==> config.mk <==
export PLATFORM = sky130hd
export DESIGN_NAME = multicycle_sequencer_flat
export DESIGN_NICKNAME = d
export VERILOG_FILES = /design/src/rtl/multicycle_sequencer_if.sv /design/src/rtl/multicycle_sequencer.sv /design/src/flat_wrapper.sv
export SDC_FILE = /design/constraint.sdc
export NUM_CORES = 1
export LEC_CHECK = 0
export CAP_MARGIN = 10
export CORE_UTILIZATION = 30
export CTS_CLUSTER_SIZE = 28
export DETAILED_ROUTE_END_ITERATION = 8
export PLACE_DENSITY = 0.58
export SLEW_MARGIN = 20
export SYNTH_ARGS = -nofsm -noshare
export SYNTH_HDL_FRONTEND = slang
export SYNTH_SLANG_ARGS = --single-unit
==> constraint.sdc <==
create_clock -name clk -period 2.2 [get_ports clk]
set_input_delay 0.44 -clock clk [delete_from_list [all_inputs] [get_ports clk]]
set_output_delay 0.44 -clock clk [all_outputs]
set_load 0.05 [all_outputs]
==> src/rtl/multicycle_sequencer_if.sv <==
`default_nettype none
//==============================================================================
// multicycle_sequencer_if : control/handshake bundle between sequencer and datapath. Rev 1.0
//==============================================================================
interface multicycle_sequencer_if #(
  parameter int RET_W = 32
);
  logic [6:0]       opcode;
  logic             alu_zero;
  logic             mem_ready;
  logic             mem_req;
  logic             mem_we;
  logic             addr_sel;
  logic             ir_write;
  logic             pc_write;
  logic             pc_src;
  logic             reg_write;
  logic [1:0]       mem_to_reg;
  logic             alu_src;
  logic [1:0]       alu_op;
  logic             trap;
  logic [1:0]       trap_cause;
  logic [RET_W-1:0] retired;

  modport master (
    input  opcode, alu_zero, mem_ready,
    output mem_req, mem_we, addr_sel, ir_write, pc_write, pc_src, reg_write,
           mem_to_reg, alu_src, alu_op, trap, trap_cause, retired
  );

  modport slave (
    output opcode, alu_zero, mem_ready,
    input  mem_req, mem_we, addr_sel, ir_write, pc_write, pc_src, reg_write,
           mem_to_reg, alu_src, alu_op, trap, trap_cause, retired
  );
endinterface
`default_nettype wire

==> src/rtl/multicycle_sequencer.sv <==
`default_nettype none
//==============================================================================
// multicycle_sequencer : RV32I FETCH/DECODE/EXECUTE/MEM/WB control FSM. Rev 1.0
//==============================================================================
module multicycle_sequencer #(
  parameter int MEM_TIMEOUT = 16,
  parameter int RET_W       = 32
) (
  input  wire logic               clk,
  input  wire logic               rst,
  multicycle_sequencer_if.master  seq_if
);

  localparam bit TIMEOUT_EN = (MEM_TIMEOUT > 0);
  localparam int CW         = (MEM_TIMEOUT > 1) ? $clog2(MEM_TIMEOUT) : 1;
  localparam int TO_LAST_I  = (MEM_TIMEOUT > 0) ? MEM_TIMEOUT - 1 : 0;
  localparam logic [CW-1:0] TO_LAST = TO_LAST_I[CW-1:0];

  typedef enum logic [2:0] {
    RST_S = 3'd0, FETCH = 3'd1, DECODE = 3'd2, EXECUTE = 3'd3,
    MEM = 3'd4, WB = 3'd5, TRAP = 3'd6
  } state_t;

  typedef enum logic [2:0] {
    CL_NONE = 3'd0, CL_R = 3'd1, CL_I = 3'd2, CL_LOAD = 3'd3,
    CL_STORE = 3'd4, CL_BR = 3'd5, CL_JAL = 3'd6
  } class_t;

  // ir_en/pc_on_ready/pc_src_zero are qualified by live mem_ready/alu_zero.
  typedef struct packed {
    logic       mem_req;
    logic       mem_we;
    logic       addr_sel;
    logic       ir_en;
    logic       pc_write;
    logic       pc_on_ready;
    logic       pc_src;
    logic       pc_src_zero;
    logic       reg_write;
    logic [1:0] mem_to_reg;
    logic       alu_src;
    logic [1:0] alu_op;
  } ctrl_t;

  function automatic class_t classify(input logic [6:0] op);
    case (op)
      7'b0110011: return CL_R;
      7'b0010011: return CL_I;
      7'b0000011: return CL_LOAD;
      7'b0100011: return CL_STORE;
      7'b1100011: return CL_BR;
      7'b1101111: return CL_JAL;
      default:    return CL_NONE;
    endcase
  endfunction

  function automatic ctrl_t decode_ctrl(input state_t s, input class_t c);
    ctrl_t k;
    k = '0;
    case (s)
      FETCH: begin
        k.mem_req = 1'b1;
        k.ir_en   = 1'b1;
      end
      EXECUTE: begin
        case (c)
          CL_R:                     k.alu_op  = 2'b10;
          CL_I, CL_LOAD, CL_STORE:  k.alu_src = 1'b1;
          CL_BR: begin
            k.alu_op      = 2'b01;
            k.pc_write    = 1'b1;
            k.pc_src_zero = 1'b1;
          end
          default: ;
        endcase
      end
      MEM: begin
        k.mem_req     = 1'b1;
        k.addr_sel    = 1'b1;
        k.mem_we      = (c == CL_STORE);
        k.pc_on_ready = (c == CL_STORE);
      end
      WB: begin
        k.reg_write  = 1'b1;
        k.pc_write   = 1'b1;
        k.mem_to_reg = (c == CL_LOAD) ? 2'b01 : (c == CL_JAL) ? 2'b10 : 2'b00;
        k.pc_src     = (c == CL_JAL);
      end
      default: ;
    endcase
    return k;
  endfunction

  state_t           state_q, state_d;
  class_t           class_q, class_d;
  logic [CW-1:0]    wait_q, wait_d;
  logic [RET_W-1:0] ret_q, ret_d;
  logic             trap_q, trap_d;
  logic [1:0]       cause_q, cause_d;
  ctrl_t            ctrl_q;

  logic w_busy;
  logic w_timeout;

  assign w_busy    = (state_q == FETCH) || (state_q == MEM);
  assign w_timeout = TIMEOUT_EN && w_busy && !seq_if.mem_ready && (wait_q == TO_LAST);

  always_comb begin
    state_d = state_q;
    class_d = class_q;
    ret_d   = ret_q;
    trap_d  = trap_q;
    cause_d = cause_q;
    // Counter only survives while a request is stalled; any state change clears it.
    wait_d  = (w_busy && !seq_if.mem_ready) ? wait_q + CW'(1) : '0;
    case (state_q)
      RST_S: state_d = FETCH;
      FETCH: begin
        if (seq_if.mem_ready) begin
          state_d = DECODE;
        end else if (w_timeout) begin
          state_d = TRAP;
          trap_d  = 1'b1;
          cause_d = 2'b10;
        end
      end
      DECODE: begin
        class_d = classify(seq_if.opcode);
        if (class_d == CL_NONE) begin
          state_d = TRAP;
          trap_d  = 1'b1;
          cause_d = 2'b01;
        end else begin
          state_d = EXECUTE;
        end
      end
      EXECUTE: begin
        case (class_q)
          CL_BR: begin
            state_d = FETCH;
            ret_d   = ret_q + RET_W'(1);
          end
          CL_LOAD, CL_STORE: state_d = MEM;
          default:           state_d = WB;
        endcase
      end
      MEM: begin
        if (seq_if.mem_ready) begin
          if (class_q == CL_STORE) begin
            state_d = FETCH;
            ret_d   = ret_q + RET_W'(1);
          end else begin
            state_d = WB;
          end
        end else if (w_timeout) begin
          state_d = TRAP;
          trap_d  = 1'b1;
          cause_d = 2'b10;
        end
      end
      WB: begin
        state_d = FETCH;
        ret_d   = ret_q + RET_W'(1);
      end
      default: state_d = TRAP;
    endcase
  end

  always_ff @(posedge clk) begin
    if (rst) begin
      state_q <= RST_S;
      class_q <= CL_NONE;
      wait_q  <= '0;
      ret_q   <= '0;
      trap_q  <= 1'b0;
      cause_q <= 2'b00;
      ctrl_q  <= '0;
    end else begin
      state_q <= state_d;
      class_q <= class_d;
      wait_q  <= wait_d;
      ret_q   <= ret_d;
      trap_q  <= trap_d;
      cause_q <= cause_d;
      ctrl_q  <= decode_ctrl(state_d, class_d);
    end
  end

  assign seq_if.mem_req    = ctrl_q.mem_req;
  assign seq_if.mem_we     = ctrl_q.mem_we;
  assign seq_if.addr_sel   = ctrl_q.addr_sel;
  assign seq_if.ir_write   = ctrl_q.ir_en & seq_if.mem_ready;
  assign seq_if.pc_write   = ctrl_q.pc_write | (ctrl_q.pc_on_ready & seq_if.mem_ready);
  assign seq_if.pc_src     = ctrl_q.pc_src | (ctrl_q.pc_src_zero & seq_if.alu_zero);
  assign seq_if.reg_write  = ctrl_q.reg_write;
  assign seq_if.mem_to_reg = ctrl_q.mem_to_reg;
  assign seq_if.alu_src    = ctrl_q.alu_src;
  assign seq_if.alu_op     = ctrl_q.alu_op;
  assign seq_if.trap       = trap_q;
  assign seq_if.trap_cause = cause_q;
  assign seq_if.retired    = ret_q;

endmodule
`default_nettype wire

==> src/flat_wrapper.sv <==
// flat-port wrapper written by rule: the top's interface ports become plain ports
module multicycle_sequencer_flat 
#(
  parameter int MEM_TIMEOUT = 16,
  parameter int RET_W       = 32
)
  (clk, rst, seq_if_opcode, seq_if_alu_zero, seq_if_mem_ready, seq_if_mem_req, seq_if_mem_we, seq_if_addr_sel, seq_if_ir_write, seq_if_pc_write, seq_if_pc_src, seq_if_reg_write, seq_if_mem_to_reg, seq_if_alu_src, seq_if_alu_op, seq_if_trap, seq_if_trap_cause, seq_if_retired);
  multicycle_sequencer_if #(.RET_W(RET_W)) seq_if_i ();
  input  wire logic clk;
  input  wire logic rst;
  input wire logic [$bits(seq_if_i.opcode)-1:0] seq_if_opcode;
  input wire logic [$bits(seq_if_i.alu_zero)-1:0] seq_if_alu_zero;
  input wire logic [$bits(seq_if_i.mem_ready)-1:0] seq_if_mem_ready;
  output wire logic [$bits(seq_if_i.mem_req)-1:0] seq_if_mem_req;
  output wire logic [$bits(seq_if_i.mem_we)-1:0] seq_if_mem_we;
  output wire logic [$bits(seq_if_i.addr_sel)-1:0] seq_if_addr_sel;
  output wire logic [$bits(seq_if_i.ir_write)-1:0] seq_if_ir_write;
  output wire logic [$bits(seq_if_i.pc_write)-1:0] seq_if_pc_write;
  output wire logic [$bits(seq_if_i.pc_src)-1:0] seq_if_pc_src;
  output wire logic [$bits(seq_if_i.reg_write)-1:0] seq_if_reg_write;
  output wire logic [$bits(seq_if_i.mem_to_reg)-1:0] seq_if_mem_to_reg;
  output wire logic [$bits(seq_if_i.alu_src)-1:0] seq_if_alu_src;
  output wire logic [$bits(seq_if_i.alu_op)-1:0] seq_if_alu_op;
  output wire logic [$bits(seq_if_i.trap)-1:0] seq_if_trap;
  output wire logic [$bits(seq_if_i.trap_cause)-1:0] seq_if_trap_cause;
  output wire logic [$bits(seq_if_i.retired)-1:0] seq_if_retired;
  assign seq_if_i.opcode = seq_if_opcode;
  assign seq_if_i.alu_zero = seq_if_alu_zero;
  assign seq_if_i.mem_ready = seq_if_mem_ready;
  assign seq_if_mem_req = seq_if_i.mem_req;
  assign seq_if_mem_we = seq_if_i.mem_we;
  assign seq_if_addr_sel = seq_if_i.addr_sel;
  assign seq_if_ir_write = seq_if_i.ir_write;
  assign seq_if_pc_write = seq_if_i.pc_write;
  assign seq_if_pc_src = seq_if_i.pc_src;
  assign seq_if_reg_write = seq_if_i.reg_write;
  assign seq_if_mem_to_reg = seq_if_i.mem_to_reg;
  assign seq_if_alu_src = seq_if_i.alu_src;
  assign seq_if_alu_op = seq_if_i.alu_op;
  assign seq_if_trap = seq_if_i.trap;
  assign seq_if_trap_cause = seq_if_i.trap_cause;
  assign seq_if_retired = seq_if_i.retired;
  multicycle_sequencer #(.MEM_TIMEOUT(MEM_TIMEOUT), .RET_W(RET_W)) u_core (.clk(clk), .rst(rst), .seq_if(seq_if_i));
endmodule
==> results.yml <==
routing:
  drc: 0
  drt_iter0_drc: 54
  vias: 2434
  wl_per_cell_um: 13.0
  avgViaCountPerCell: 4.78
  final_antenna_net_count: 0
  first_pass_iters: 4
  routed_wl_um: 6600
timing:
  slew_headroom_pct: 64.6
  setup_violations: 0
  rsz0062_at_grt: "no"
  fin_crit_ns: 2.09
  fin_crit_sh_pct: 95.1
  timing.final.hold_violations: 0
  finClkSkew_ns: 0.00432
  fmax_mhz: 478
  slew_violations: 0
  worstMarginPinSlew_ns: 0.529
pwr:
  p_clk_share_pct: 46.2
  power.density_nw_per_um2: 672
  pwr-share-seq_pct: 41.5
  netSwitchingFraction_pct: 23.8
  pwr-share-comb_pct: 12.3
  p_switching_uw: 617
  p_total_mw: 2.60
  ir_worst_vdd_mv: 0.329
  p_int_mw: 1.98
  leakage_nw: 1.38
final_layout:
  multi_input_area_sq_um: 1460
  largest_register_ffs: 32
  final_core_util_pct: 44.3
  final_cell_area_sq_um: 3860
  antenna_cells: 0
  drive_above_1_share_pct: 16.7
  final_nets: 409
  area_growth_pct: 43.4
  seqCellArea_sq_um: 1140
  fillers: 865
global_routing:
  grt_remaining_overflow: 0
  first_global_vias: 2415
  grt_pass1_wl_um: 11100
  grt_antenna_before_repair: 0
  grtUsageTotal_pct: 14.6
  grt_max_degree: 39
logic_synthesis:
  synth_area_sq_um: 2700
  synth_seq_cells: 57
  netlist_instances: 311
  synth_warnings: 0
  synth_nets: 324
  ys_seq_area_share_pct: 42.3
  synth_edf_count: 0
  synthFlopType: "dfxtp_1"
  synth_cell_types: 56
  synth-async-reset-ratio_pct: 0
  postSynthAreaPerCell_sq_um: 8.67
outcome:
  status: "finished, final reports clean"
worst_setup_path:
  worst_setup_path_end_kind: "primary output"
  r2r_slack_ns: 0.24
  cp-start-kind: "register"
  crit_buf_inv: 1
  critPathMaxFanout: 7
  path_cells: "clkdlybuf4s50_1"
  critPathTopFamily: "buffers and inverters"
  worstPathArrival_ns: 1.65
  cp.required_ns: 1.76
  path_class: "reg2out"
  slowest_delay_ns: 0.85
  cp_slowest_cell: "clkdlybuf4s50_1"
floorplan:
  coreArea_sq_um: 8720
  ios: 58
  fp.dieArea_sq_um: 9370
  die_x_um: 96.8
  row_count: 34
  die_y_um: 96.8
  start_util_pct: 30.9
clocking:
  clk-insertion-delay-late_ns: 0.34
  clk_pin_slew_worst_paths_ns: 0.06
  root_buffer: "clkbuf_8"
  cts_tree: "yes"
  cts_sinks: 57
  ctsLongestPathBuffers: 2
  htree_levels: 3
  numCtsBuffers: 9
placed_design:
  gp_congestion: 0.797
  post_dp_cell_area_sq_um: 3610
  io_buffers: 57
  dp_hpwl_um: 4780
worst_hold_path:
  min_path_type: "reg2reg"
run:
  drv_cap: 0
[stage by stage]
step / worst slack, ns / TNS (ns) / hold slack, ns / cells
2_1_floorplan: 0.0822 / 0 / 0.418 / 311
3_3_place_gp: -0.108 / -1.31 / 0.432 / 493
4_1_cts: 0.0916 / 0 / 0.462 / 509
3_5_place_dp: -0.202 / -1.98 / 0.448 / 493
5_1_grt: 0.0196 / 0 / 0.475 / 509
6_report: 0.108 / 0 / 0.463 / 509
[worst register-to-register path, stage by stage, from the launching register on]
cell	delay [ns]
dfxtp_1	0.39
or3b_1	0.49
nor4_1	0.34
a22oi_2	0.16
nor2b_1	0.18
buf_4	0.15
and3_1	0.15
[synthesized netlist by cell type, types with 2 or more instances]
cell      count  share of area, %
dfxtp_1      57                42
nor2_1       50               7.0
xnor2_1      23               7.5
nand2_1      22               3.1
nor3_1       15               2.8
nand3_1      12               2.2
inv_1        10               1.4
a21oi_1       9               1.7
nor2b_1       9               2.1
and3_1        8               1.9
o21ai_0       8               1.5
xor2_1        7               2.3
clkbuf_1      6              0.84
buf_4         5               1.4
nand4_1       5               1.2
nand2b_1      4              0.93
nor4_2        4               1.9
o21ai_1       4              0.74
or3_1         4              0.93
a21o_1        3              0.84
a31oi_1       3              0.70
and2_1        2              0.46
ha_1          2              0.93
mux2i_1       2              0.74
nor2_2        2              0.46
nor3_2        2              0.74
nor4_1        2              0.46
o211ai_1      2              0.56
o21a_1        2              0.56
[worst paths after layout]
check | start | end | cells after the start
hold reg to reg | u_core.wait_q[0]$_SDFF_PP0_ | u_core.wait_q[0]$_SDFF_PP0_ | 1
setup / recovery | u_core.seq_if.retired[2]$_SDFFE_PP0P_ | seq_if_retired[2] | 1
setup reg to reg | u_core.state_q[2]$_SDFF_PP0_ | u_core.ctrl_q[7]$_SDFF_PP0_ | 6
hold / removal | u_core.wait_q[0]$_SDFF_PP0_ | u_core.wait_q[0]$_SDFF_PP0_ | 1
[layout by cell type (no fill, tap or decap), types with 2 or more instances in the layout]
master,n
nor3_1,15
inv_1,10
a31oi_1,3
mux2i_1,2
xnor2_1,23
clkbuf_8,10
xor2_1,7
and3_1,8
dfxtp_1,57
a21oi_1,9
nor2_2,2
o21ai_1,4
clkdlybuf4s50_1,54
buf_4,27
ha_1,2
o211ai_1,2
nor4_1,2
nor3_2,2
o21a_1,2
buf_12,5
nor4_2,4
nand4_1,5
and2_1,2
or3_1,4
nor2b_1,9
nand3_1,12
bufinv_16,3
a21o_1,3
nor2_1,50
nand2b_1,4
o21ai_0,8
nand2_1,22
[logic make-up (layout without fill, tap and decap cells)]
logic type	count (synthesis)	after routing	synth area share, %
simple gates	154	154	31.1
xor+xnor	30	30	9.75
buf+inv	23	113	3.95
compound gates	43	43	11.2
flops	57	57	42.3
mux	2	2	0.743
fa+ha+maj	2	2	0.928
[final cells by class]
class	count	area share (%)
inverters	11	1.07
clock inverters	5	2.65
well taps	108	3.50
multi-input cells	231	37.8
flip-flops and latches	57	29.5
repair buffers	86	21.8
clock buffers	11	3.66
[power groups by stage]
| stage | clock, mW | sequential [mW] | combinational [mW] |
|---|---|---|---|
| 2_1_floorplan | 0 | 1.13 | 0.147 |
| 3_3_place_gp | 0 | 1.10 | 0.317 |
| 3_5_place_dp | 0 | 1.10 | 0.318 |
| 4_1_cts | 1.23 | 1.08 | 0.319 |
| 5_1_grt | 1.28 | 1.08 | 0.346 |
| 6_report | 1.20 | 1.08 | 0.321 |
[per-layer routing]
metal | global-route usage (%) | vias to the layer above | share of wire (%)
met3 | 5.20 | 11 | 4.7
met4 | 6.08 | 0 | 1.6
met2 | 23.0 | 51 | 46
li1 | - | 1252 | -
met1 | 18.0 | 1120 | 48
met5 | 0 | - | 0
[timing repair]
action | CTS | global route
hold buffers | 0 | 0
buffers inserted | 0 | 0
setup endpoints to repair | 0 | 1
gates resized for setup | 0 | 1
(Power assumes the default switching activity.)
